<file path="src/rtl/axis_trace_arbiter_if.sv">
// Bundle of trace producer streams, FIFO write-side stream and arbiter status.
// Ports:
//   s_tdata/s_tvalid/s_tlast/s_tready : C_NUM_PORTS producer streams (packed per port)
//   m_tdata/m_tvalid/m_tlast/m_tready : stream toward the trace FIFO input
//   m_tid                             : source port index of the current beat
//   grant, pkt_done                   : one-hot grant and end-of-packet pulse
// Modports: slave = arbiter view, master = producer/FIFO environment view.
interface axis_trace_arbiter_if #(
    parameter int unsigned C_DATA_WIDTH = 32,
    parameter int unsigned C_NUM_PORTS  = 4,
    parameter int unsigned C_ID_WIDTH   = 3
);
    logic [C_NUM_PORTS*C_DATA_WIDTH-1:0] s_tdata;
    logic [C_NUM_PORTS-1:0]              s_tvalid;
    logic [C_NUM_PORTS-1:0]              s_tlast;
    logic [C_NUM_PORTS-1:0]              s_tready;
    logic [C_DATA_WIDTH-1:0]             m_tdata;
    logic                                m_tlast;
    logic                                m_tvalid;
    logic                                m_tready;
    logic [C_ID_WIDTH-1:0]               m_tid;
    logic [C_NUM_PORTS-1:0]              grant;
    logic                                pkt_done;

    modport slave (
        input  s_tdata, s_tvalid, s_tlast, m_tready,
        output s_tready, m_tdata, m_tlast, m_tvalid, m_tid, grant, pkt_done
    );

    modport master (
        output s_tdata, s_tvalid, s_tlast, m_tready,
        input  s_tready, m_tdata, m_tlast, m_tvalid, m_tid, grant, pkt_done
    );
endinterface

</file>
<file path="src/rtl/axis_trace_arbiter.sv">
// Packet-level round-robin arbiter sharing one AXI-Stream trace FIFO write port
// between C_NUM_PORTS producers. A granted port owns the output until its tlast
// beat is accepted; every output beat carries the source index on m_tid.
// Ports:
//   clk   : FIFO write clock
//   reset : synchronous, active-high
//   bus   : axis_trace_arbiter_if.slave (producer streams in, FIFO stream out,
//           grant / pkt_done status)
module axis_trace_arbiter #(
    parameter int unsigned C_DATA_WIDTH = 32,
    parameter int unsigned C_NUM_PORTS  = 4,
    parameter int unsigned C_ID_WIDTH   = 3
) (
    input  logic                  clk,
    input  logic                  reset,
    axis_trace_arbiter_if.slave   bus
);

    typedef enum logic {IDLE, XFER} state_t;

    state_t                  state_q, state_d;
    logic [C_ID_WIDTH-1:0]   gnt_idx_q, gnt_idx_d;
    logic [C_ID_WIDTH-1:0]   rr_ptr_q, rr_ptr_d;
    logic                    found;

    logic [C_NUM_PORTS-1:0]  s_tready_c;
    logic [C_DATA_WIDTH-1:0] m_tdata_c;
    logic                    m_tlast_c;
    logic                    m_tvalid_c;
    logic [C_ID_WIDTH-1:0]   m_tid_c;
    logic [C_NUM_PORTS-1:0]  grant_c;
    logic                    pkt_done_c;

    // State register
    always_ff @(posedge clk) begin
        if (reset) begin
            state_q   <= IDLE;
            gnt_idx_q <= '0;
            rr_ptr_q  <= '0;
        end else begin
            state_q   <= state_d;
            gnt_idx_q <= gnt_idx_d;
            rr_ptr_q  <= rr_ptr_d;
        end
    end

    // Arbitration, grant hand-back and combinational pass-through datapath
    always_comb begin
        state_d    = state_q;
        gnt_idx_d  = gnt_idx_q;
        rr_ptr_d   = rr_ptr_q;
        found      = 1'b0;
        s_tready_c = '0;
        m_tdata_c  = '0;
        m_tlast_c  = 1'b0;
        m_tvalid_c = 1'b0;
        m_tid_c    = '0;
        grant_c    = '0;
        pkt_done_c = 1'b0;

        case (state_q)
            IDLE: begin
                // Rotating search: ports at or above rr_ptr first, then the wrap-around part.
                for (int unsigned j = 0; j < C_NUM_PORTS; j++) begin
                    if (!found && bus.s_tvalid[j] && (C_ID_WIDTH'(j) >= rr_ptr_q)) begin
                        found     = 1'b1;
                        gnt_idx_d = C_ID_WIDTH'(j);
                    end
                end
                for (int unsigned j = 0; j < C_NUM_PORTS; j++) begin
                    if (!found && bus.s_tvalid[j] && (C_ID_WIDTH'(j) < rr_ptr_q)) begin
                        found     = 1'b1;
                        gnt_idx_d = C_ID_WIDTH'(j);
                    end
                end
                if (found) begin
                    state_d = XFER;
                end
            end
            XFER: begin
                for (int unsigned i = 0; i < C_NUM_PORTS; i++) begin
                    if (gnt_idx_q == C_ID_WIDTH'(i)) begin
                        m_tdata_c     = bus.s_tdata[i*C_DATA_WIDTH +: C_DATA_WIDTH];
                        m_tlast_c     = bus.s_tlast[i];
                        m_tvalid_c    = bus.s_tvalid[i];
                        s_tready_c[i] = bus.m_tready;
                        grant_c[i]    = 1'b1;
                    end
                end
                m_tid_c = gnt_idx_q;
                // Release only on an accepted tlast beat; stalls hold the grant.
                if (m_tvalid_c && bus.m_tready && m_tlast_c) begin
                    pkt_done_c = 1'b1;
                    state_d    = IDLE;
                    if (gnt_idx_q == C_ID_WIDTH'(C_NUM_PORTS - 1)) begin
                        rr_ptr_d = '0;
                    end else begin
                        rr_ptr_d = gnt_idx_q + C_ID_WIDTH'(1);
                    end
                end
            end
            default: begin
                state_d = IDLE;
            end
        endcase
    end

    assign bus.s_tready = s_tready_c;
    assign bus.m_tdata  = m_tdata_c;
    assign bus.m_tlast  = m_tlast_c;
    assign bus.m_tvalid = m_tvalid_c;
    assign bus.m_tid    = m_tid_c;
    assign bus.grant    = grant_c;
    assign bus.pkt_done = pkt_done_c;

endmodule

</file>
<file path="src/flat_wrapper.sv">
// flat-port wrapper written by rule: the top's interface ports become plain ports
module axis_trace_arbiter_flat 
#(
    parameter int unsigned C_DATA_WIDTH = 32,
    parameter int unsigned C_NUM_PORTS  = 4,
    parameter int unsigned C_ID_WIDTH   = 3
)
  (clk, reset, bus_s_tdata, bus_s_tvalid, bus_s_tlast, bus_m_tready, bus_s_tready, bus_m_tdata, bus_m_tlast, bus_m_tvalid, bus_m_tid, bus_grant, bus_pkt_done);
  axis_trace_arbiter_if #(.C_DATA_WIDTH(C_DATA_WIDTH), .C_NUM_PORTS(C_NUM_PORTS), .C_ID_WIDTH(C_ID_WIDTH)) bus_i ();
  input  logic clk;
  input  logic reset;
  input wire logic [$bits(bus_i.s_tdata)-1:0] bus_s_tdata;
  input wire logic [$bits(bus_i.s_tvalid)-1:0] bus_s_tvalid;
  input wire logic [$bits(bus_i.s_tlast)-1:0] bus_s_tlast;
  input wire logic [$bits(bus_i.m_tready)-1:0] bus_m_tready;
  output wire logic [$bits(bus_i.s_tready)-1:0] bus_s_tready;
  output wire logic [$bits(bus_i.m_tdata)-1:0] bus_m_tdata;
  output wire logic [$bits(bus_i.m_tlast)-1:0] bus_m_tlast;
  output wire logic [$bits(bus_i.m_tvalid)-1:0] bus_m_tvalid;
  output wire logic [$bits(bus_i.m_tid)-1:0] bus_m_tid;
  output wire logic [$bits(bus_i.grant)-1:0] bus_grant;
  output wire logic [$bits(bus_i.pkt_done)-1:0] bus_pkt_done;
  assign bus_i.s_tdata = bus_s_tdata;
  assign bus_i.s_tvalid = bus_s_tvalid;
  assign bus_i.s_tlast = bus_s_tlast;
  assign bus_i.m_tready = bus_m_tready;
  assign bus_s_tready = bus_i.s_tready;
  assign bus_m_tdata = bus_i.m_tdata;
  assign bus_m_tlast = bus_i.m_tlast;
  assign bus_m_tvalid = bus_i.m_tvalid;
  assign bus_m_tid = bus_i.m_tid;
  assign bus_grant = bus_i.grant;
  assign bus_pkt_done = bus_i.pkt_done;
  axis_trace_arbiter #(.C_DATA_WIDTH(C_DATA_WIDTH), .C_NUM_PORTS(C_NUM_PORTS), .C_ID_WIDTH(C_ID_WIDTH)) u_core (.clk(clk), .reset(reset), .bus(bus_i));
endmodule
</file>
<file path="config.mk">
export PLATFORM = sky130hd
export DESIGN_NAME = axis_trace_arbiter_flat
export DESIGN_NICKNAME = d
export VERILOG_FILES = /design/src/rtl/axis_trace_arbiter_if.sv /design/src/rtl/axis_trace_arbiter.sv /design/src/flat_wrapper.sv
export SDC_FILE = /design/constraint.sdc
export NUM_CORES = 1
export LEC_CHECK = 0
export CAP_MARGIN = 15
export CORE_MARGIN = 5
export CORE_UTILIZATION = 28
export CTS_CLUSTER_SIZE = 10
export DETAILED_ROUTE_END_ITERATION = 12
export PLACE_DENSITY = 0.84
export REMOVE_ABC_BUFFERS = 1
export SETUP_SLACK_MARGIN = 0.3
export SYNTH_ARGS = -nofsm -noshare
export SYNTH_HDL_FRONTEND = slang
export SYNTH_SLANG_ARGS = --single-unit
</file>
<file path="constraint.sdc">
create_clock -name clk -period 2.8 [get_ports clk]
set_clock_uncertainty 0.2 [all_clocks]
set_input_delay 0.56 -clock clk [delete_from_list [all_inputs] [get_ports clk]]
set_output_delay 0.56 -clock clk [all_outputs]
set_load 0.05 [all_outputs]
</file>
# == After elaboration in Yosys (flattened, before gate mapping) ==
# Index checks and enable logic that the tools add are counted.
# totals
register_bits,7
in_bits,139
# classes
addsub,1
order_cmp,8
eq_ne,3
muxes,58
bitwise,1
n_reduce_logical,28
# ops
op,count
32-bit 2-to-1 mux,5
1-bit 2-to-1 mux,40
3-bit 2-to-1 mux,10
1-bit logical AND,17
4-bit 2-to-1 mux,2
8-bit nonzero test,1
1-bit zero test,7
"3-bit by 2-bit == test with 1-bit output, second input constant",2
"1-bit by 3-bit >= comparator with 1-bit output, first input constant",2
"2-bit by 3-bit >= comparator with 1-bit output, first input constant",2
"1-bit by 3-bit < comparator with 1-bit output, first input constant",2
"2-bit by 3-bit < comparator with 1-bit output, first input constant",2
2-bit AND reduction,2
"3-bit by 1-bit adder with 3-bit output, second input constant",1
"3-bit by 1-bit == test with 1-bit output, second input constant",1
3-bit zero test,1
1-bit one-hot mux with 2 select lines,1
1-bit NOT,1

# == Longest topological paths before layout ==
# logic_depth
ltp_word,41
ltp_mapped,8
mapped_depth_nobuf,6

# == Least setup slack after synthesis ==
# Ideal clock, no wire load.
# synth_path
kind,register to output
from,register u_core.gnt_idx_q[0]
to,output bus_m_tdata[15]
arrival_time_ns,2.344
required_ns,2.040
slack_ns,-0.304
path_stages_with_launch,9
cell_sequence,dfxtp_1 > inv_1 > ha_1 > clkbuf_1 > buf_2 > clkbuf_1 > a221oi_1 > a211o_1 > a21oi_1
# synth_via
elab_chain_len,6
elab_cells_between_ends,9
cone_classes,eq/ne (3); mux (5); reduce/logical (1)
# synth_rtl
item,line,rtl
"start, declared",axis_trace_arbiter.sv:22,"logic [C_ID_WIDTH-1:0] gnt_idx_q, gnt_idx_d;"
"start signal, assigned",axis_trace_arbiter.sv:42,gnt_idx_q <= gnt_idx_d;
3-bit zero test,axis_trace_arbiter.sv:82,if (gnt_idx_q == C_ID_WIDTH'(i)) begin
32-bit 2-to-1 mux (3 in series),axis_trace_arbiter.sv:82,
32-bit 2-to-1 mux (*),axis_trace_arbiter.sv:82,
32-bit 2-to-1 mux (*),axis_trace_arbiter.sv:61,case (state_q)
"end, declared",flat_wrapper.sv:17,output wire logic [$bits(bus_i.m_tdata)-1:0] bus_m_tdata;
# Every way passes the cells marked *; elsewhere a longest branch is shown, timed or not.

# == Worst setup path in the final report ==
# layout_path
from,register u_core.gnt_idx_q[1]
to,output bus_m_tdata[27]
# Same word-level chain as after synthesis.

==> impl_metrics.ini <==
[critical_path]
worst-endpoint-arrival_ns = 2.02
cpPeakStageDelay_ns = 0.34
timing.critical_path.slowest_stage_cell = sky130_fd_sc_hd__dfxtp_2
reg2reg_depth = 10
required_ns = 2.04
reg2reg_slack_ns = 0.30
worst_setup_path_start_kind = register
crit_path_cell_trace = inv_4 -> ha_4 -> and2b_2 -> buf_12 -> a221oi_1 -> a211o_1 -> a21oi_2 -> buf_12
critical_path.n_buffers_inverters = 3
critical_path_depth = 8
cp_common_cell = sky130_fd_sc_hd__buf_12
crit_path_end_kind = primary output
path_class = reg2out
crit_family = compound AO/OA/AOI/OAI gates
reg2reg_from = u_core.gnt_idx_q[0]
timing.rr.end = u_core.rr_ptr_q[0]
crit_fanout = 25

[layout]
layout.filler_cells = 318
final_core_utilization_pct = 82.0
synthToLayoutAreaGrowth_pct = 186
design.final.nets = 585
drive_gt1_share_pct = 33.1
antenna_cell_count = 0

[yosys]
mappedNetlistArea_um2 = 1580
synth.ff_latch_count = 5
syn-mean-instance-area_um2 = 6.31
synth_largest_type_area_fraction_pct = 17.8
synth_enable_flop_cells = 0
synth-async-reset-ratio_pct = 0
sequential_share_of_the_synthesized_area_pct = 6.34
ys_types = 36
ys_warn_count = 0
netlist.top_cell.by_area = sky130_fd_sc_hd__a211o_1
syn-instance-count = 250
synthFlopType = sky130_fd_sc_hd__dfxtp_1
ys_top_cells_by_area = sky130_fd_sc_hd__a211o_1 (18%), sky130_fd_sc_hd__a221oi_1 (18%), sky130_fd_sc_hd__a21oi_1 (11%)

[clock_tree]
clockRootBuffer = sky130_fd_sc_hd__clkbuf_8
post_cts_hold_buffer_count = 0
cts_buffers = 3
cts.sink_count = 5
max_h_tree_level = 1
cts.reportedPaths.clkPinSlew_ns = 0.04
cts_tree = yes
number_of_buffers_on_the_longest_clock_path = 2
worstSkewPairLatency_ns = 0.23

[placed_design]
place.port_buffers = 183
routabilityCongestion = 0.911
post-place-ws_ns = 0.0363
detailed_placer_s_ending_hpwl_um = 7410

[power]
p_total_mw = 1.46
power_per_cell_area_nw_per_um2 = 324
power.ir.vdd_worst_mv = 0.338
leakage_nw = 1.87

[timing]
worstMarginPinSlew_ns = 0.616
hold_viol = 0
layout_setup_ws_ns = 0.0192
final_critical_period_ns = 2.78
timing.slew.headroom_pct = 59.0
fin_hold_ws_ns = 0.362
post-route-period-util_pct = 99.3
count_of_final_setup_violators = 0
timing_max_transition_violations_final = 0
setup_repair_after_global_routing_missed_its_margin = yes
max_freq_ghz = 0.360

[drt]
route.antenna.remaining_nets = 0
routedWlPerCell_um = 19.7
drt-total-wl_um = 10100
vias_per_cell = 5.39
dr_drc_count = 0
first_iteration_detailed_routing_drc_count = 112
drtPass1Iterations = 4
route.vias.total = 2766

[hold_path]
type_of_the_tightest_min_delay_check = reg2reg
min_delay_path_depth = 2
min_to = u_core.rr_ptr_q[1]
hp-start = u_core.rr_ptr_q[1]

[floorplanning]
rows = 27
floorplan.core_area_um2 = 5510
die-area_um2 = 7240
die_w_um = 85.1
io_pins = 185
fp.dieH_um = 85.1
floorplan.initialDensity_pct = 28.7

[global_routing]
number_of_antenna_violations_at_the_first_check_in_global_routing = 0
grt_max_degree = 48
global_route.overflow_total = 0
grt_pass1_wl_um = 14700
track_usage_pct = 25.1
number_of_global_route_vias_before_repair = 2729

[run]
max_cap_violations = 0

[status]
run_status = finished, final reports clean
cells in the final DEF (no fill, tap or decap), types with 2 or more instances in the layout:
cell type	netlist	routed
sky130_fd_sc_hd__dfxtp_1	5	3
sky130_fd_sc_hd__a221oi_1	32	15
sky130_fd_sc_hd__inv_1	36	34
sky130_fd_sc_hd__nand3b_1	2	2
sky130_fd_sc_hd__a211o_1	32	32
sky130_fd_sc_hd__buf_6	1	11
sky130_fd_sc_hd__nor2b_1	3	3
sky130_fd_sc_hd__nor2_1	5	4
sky130_fd_sc_hd__and3_1	4	4
sky130_fd_sc_hd__a21o_1	2	2
sky130_fd_sc_hd__mux2i_1	2	2
sky130_fd_sc_hd__a221oi_2	0	16
sky130_fd_sc_hd__buf_4	1	18
sky130_fd_sc_hd__o21ai_0	2	2
sky130_fd_sc_hd__clkbuf_8	0	3
sky130_fd_sc_hd__and2_1	4	4
sky130_fd_sc_hd__nand2b_1	3	3
sky130_fd_sc_hd__inv_4	0	2
sky130_fd_sc_hd__a21oi_1	34	2
sky130_fd_sc_hd__a211oi_1	2	2
sky130_fd_sc_hd__clkdlybuf4s50_1	0	133
sky130_fd_sc_hd__nand2_1	35	34
sky130_fd_sc_hd__ha_4	0	4
sky130_fd_sc_hd__dlygate4sd2_1	0	4
sky130_fd_sc_hd__a21oi_2	0	32
sky130_fd_sc_hd__buf_12	0	47
registers in the layout, indices dropped and copies added, names as in the netlist:
register / cells
u_core.gnt_idx_q: 2
u_core.rr_ptr_q: 2
u_core.state_q: 1
cells by family (layout without fill, tap and decap cells):
group                    after synthesis  after routing  synth area share [%]
adder cells (fa/ha/maj)                4              4                  3.17
AND/OR/NAND/NOR                       61             61                  18.1
other                                  1              1                 0.238
AO/OA/AOI/OAI                        110            110                  53.2
flip-flops                             5              5                  6.34
buffers and inverters                 66            257                  16.7
multiplexers                           3              3                  2.22
power by group:
part / internal [mW] / total [mW] / switching [mW]
Clock: 0.0980 / 0.137 / 0.0390
Sequential: 0.0762 / 0.0839 / 0.00769
Combinational: 0.651 / 1.24 / 0.590
metrics by stage:
step	cells	TNS (ns)	area, µm²
finish	513	0	4520
global route	513	-0.147	4520
CTS	508	0	4390
detailed placement	494	0	3970
global placement	494	0	3970
floorplan	221	-35.80	1450
worst min-delay path, cell delays in order, from the launching register on:
cell,delay (ns)
sky130_fd_sc_hd__dfxtp_1,0.35
sky130_fd_sc_hd__nand2b_1,0.09
sky130_fd_sc_hd__mux2i_1,0.06
worst max path at each step:
stage	startpoint	end	slack, ns
2_1_floorplan	u_core.gnt_idx_q[0]	bus_pkt_done	-1.06
4_1_cts	u_core.gnt_idx_q[1]	bus_pkt_done	0.04
5_1_grt	u_core.gnt_idx_q[1]	bus_m_tdata[6]	-0.03
3_3_place_gp	bus_s_tlast[1]	bus_pkt_done	0.04
6_report	u_core.gnt_idx_q[1]	bus_m_tdata[27]	0.02
3_5_place_dp	bus_s_tlast[1]	bus_pkt_done	0.04
layer usage:
layer	wire (µm)	GRT usage [%]
met1	3500	26.9
met2	5580	49.7
met3	725	3.98
met4	289	7.19
met5	0	0
cell usage after synthesis, types with 2 or more instances:
library cell,number
sky130_fd_sc_hd__dfxtp_1,5
sky130_fd_sc_hd__nand2b_1,3
sky130_fd_sc_hd__nand2_1,35
sky130_fd_sc_hd__nand3b_1,2
sky130_fd_sc_hd__a211o_1,32
sky130_fd_sc_hd__and2_1,4
sky130_fd_sc_hd__clkbuf_1,21
sky130_fd_sc_hd__inv_1,36
sky130_fd_sc_hd__o21ai_0,2
sky130_fd_sc_hd__a221oi_1,32
sky130_fd_sc_hd__buf_1,2
sky130_fd_sc_hd__ha_1,4
sky130_fd_sc_hd__a21oi_1,34
sky130_fd_sc_hd__buf_2,4
sky130_fd_sc_hd__and3_1,4
sky130_fd_sc_hd__mux2i_1,2
sky130_fd_sc_hd__a21o_1,2
sky130_fd_sc_hd__nor2_1,5
sky130_fd_sc_hd__a211oi_1,2
sky130_fd_sc_hd__nor2b_1,3
final cells by class:
type                            count  area (µm²)  share of cell area [%]
Inverter                           37         144                    3.18
Multi-Input combinational cell    179        1510                    33.5
Clock buffer                        4        45.0                   0.997
Tap cell                           72        90.1                    1.99
Timing Repair Buffer              216        2620                    58.0
Sequential cell                     5         105                    2.33
timing repair:
item	in CTS	in global routing
endpoints found under the setup margin	36	36
pin swaps	25	4
resized for setup	70	16
setup buffers	10	5
(Power assumes the default switching activity.)
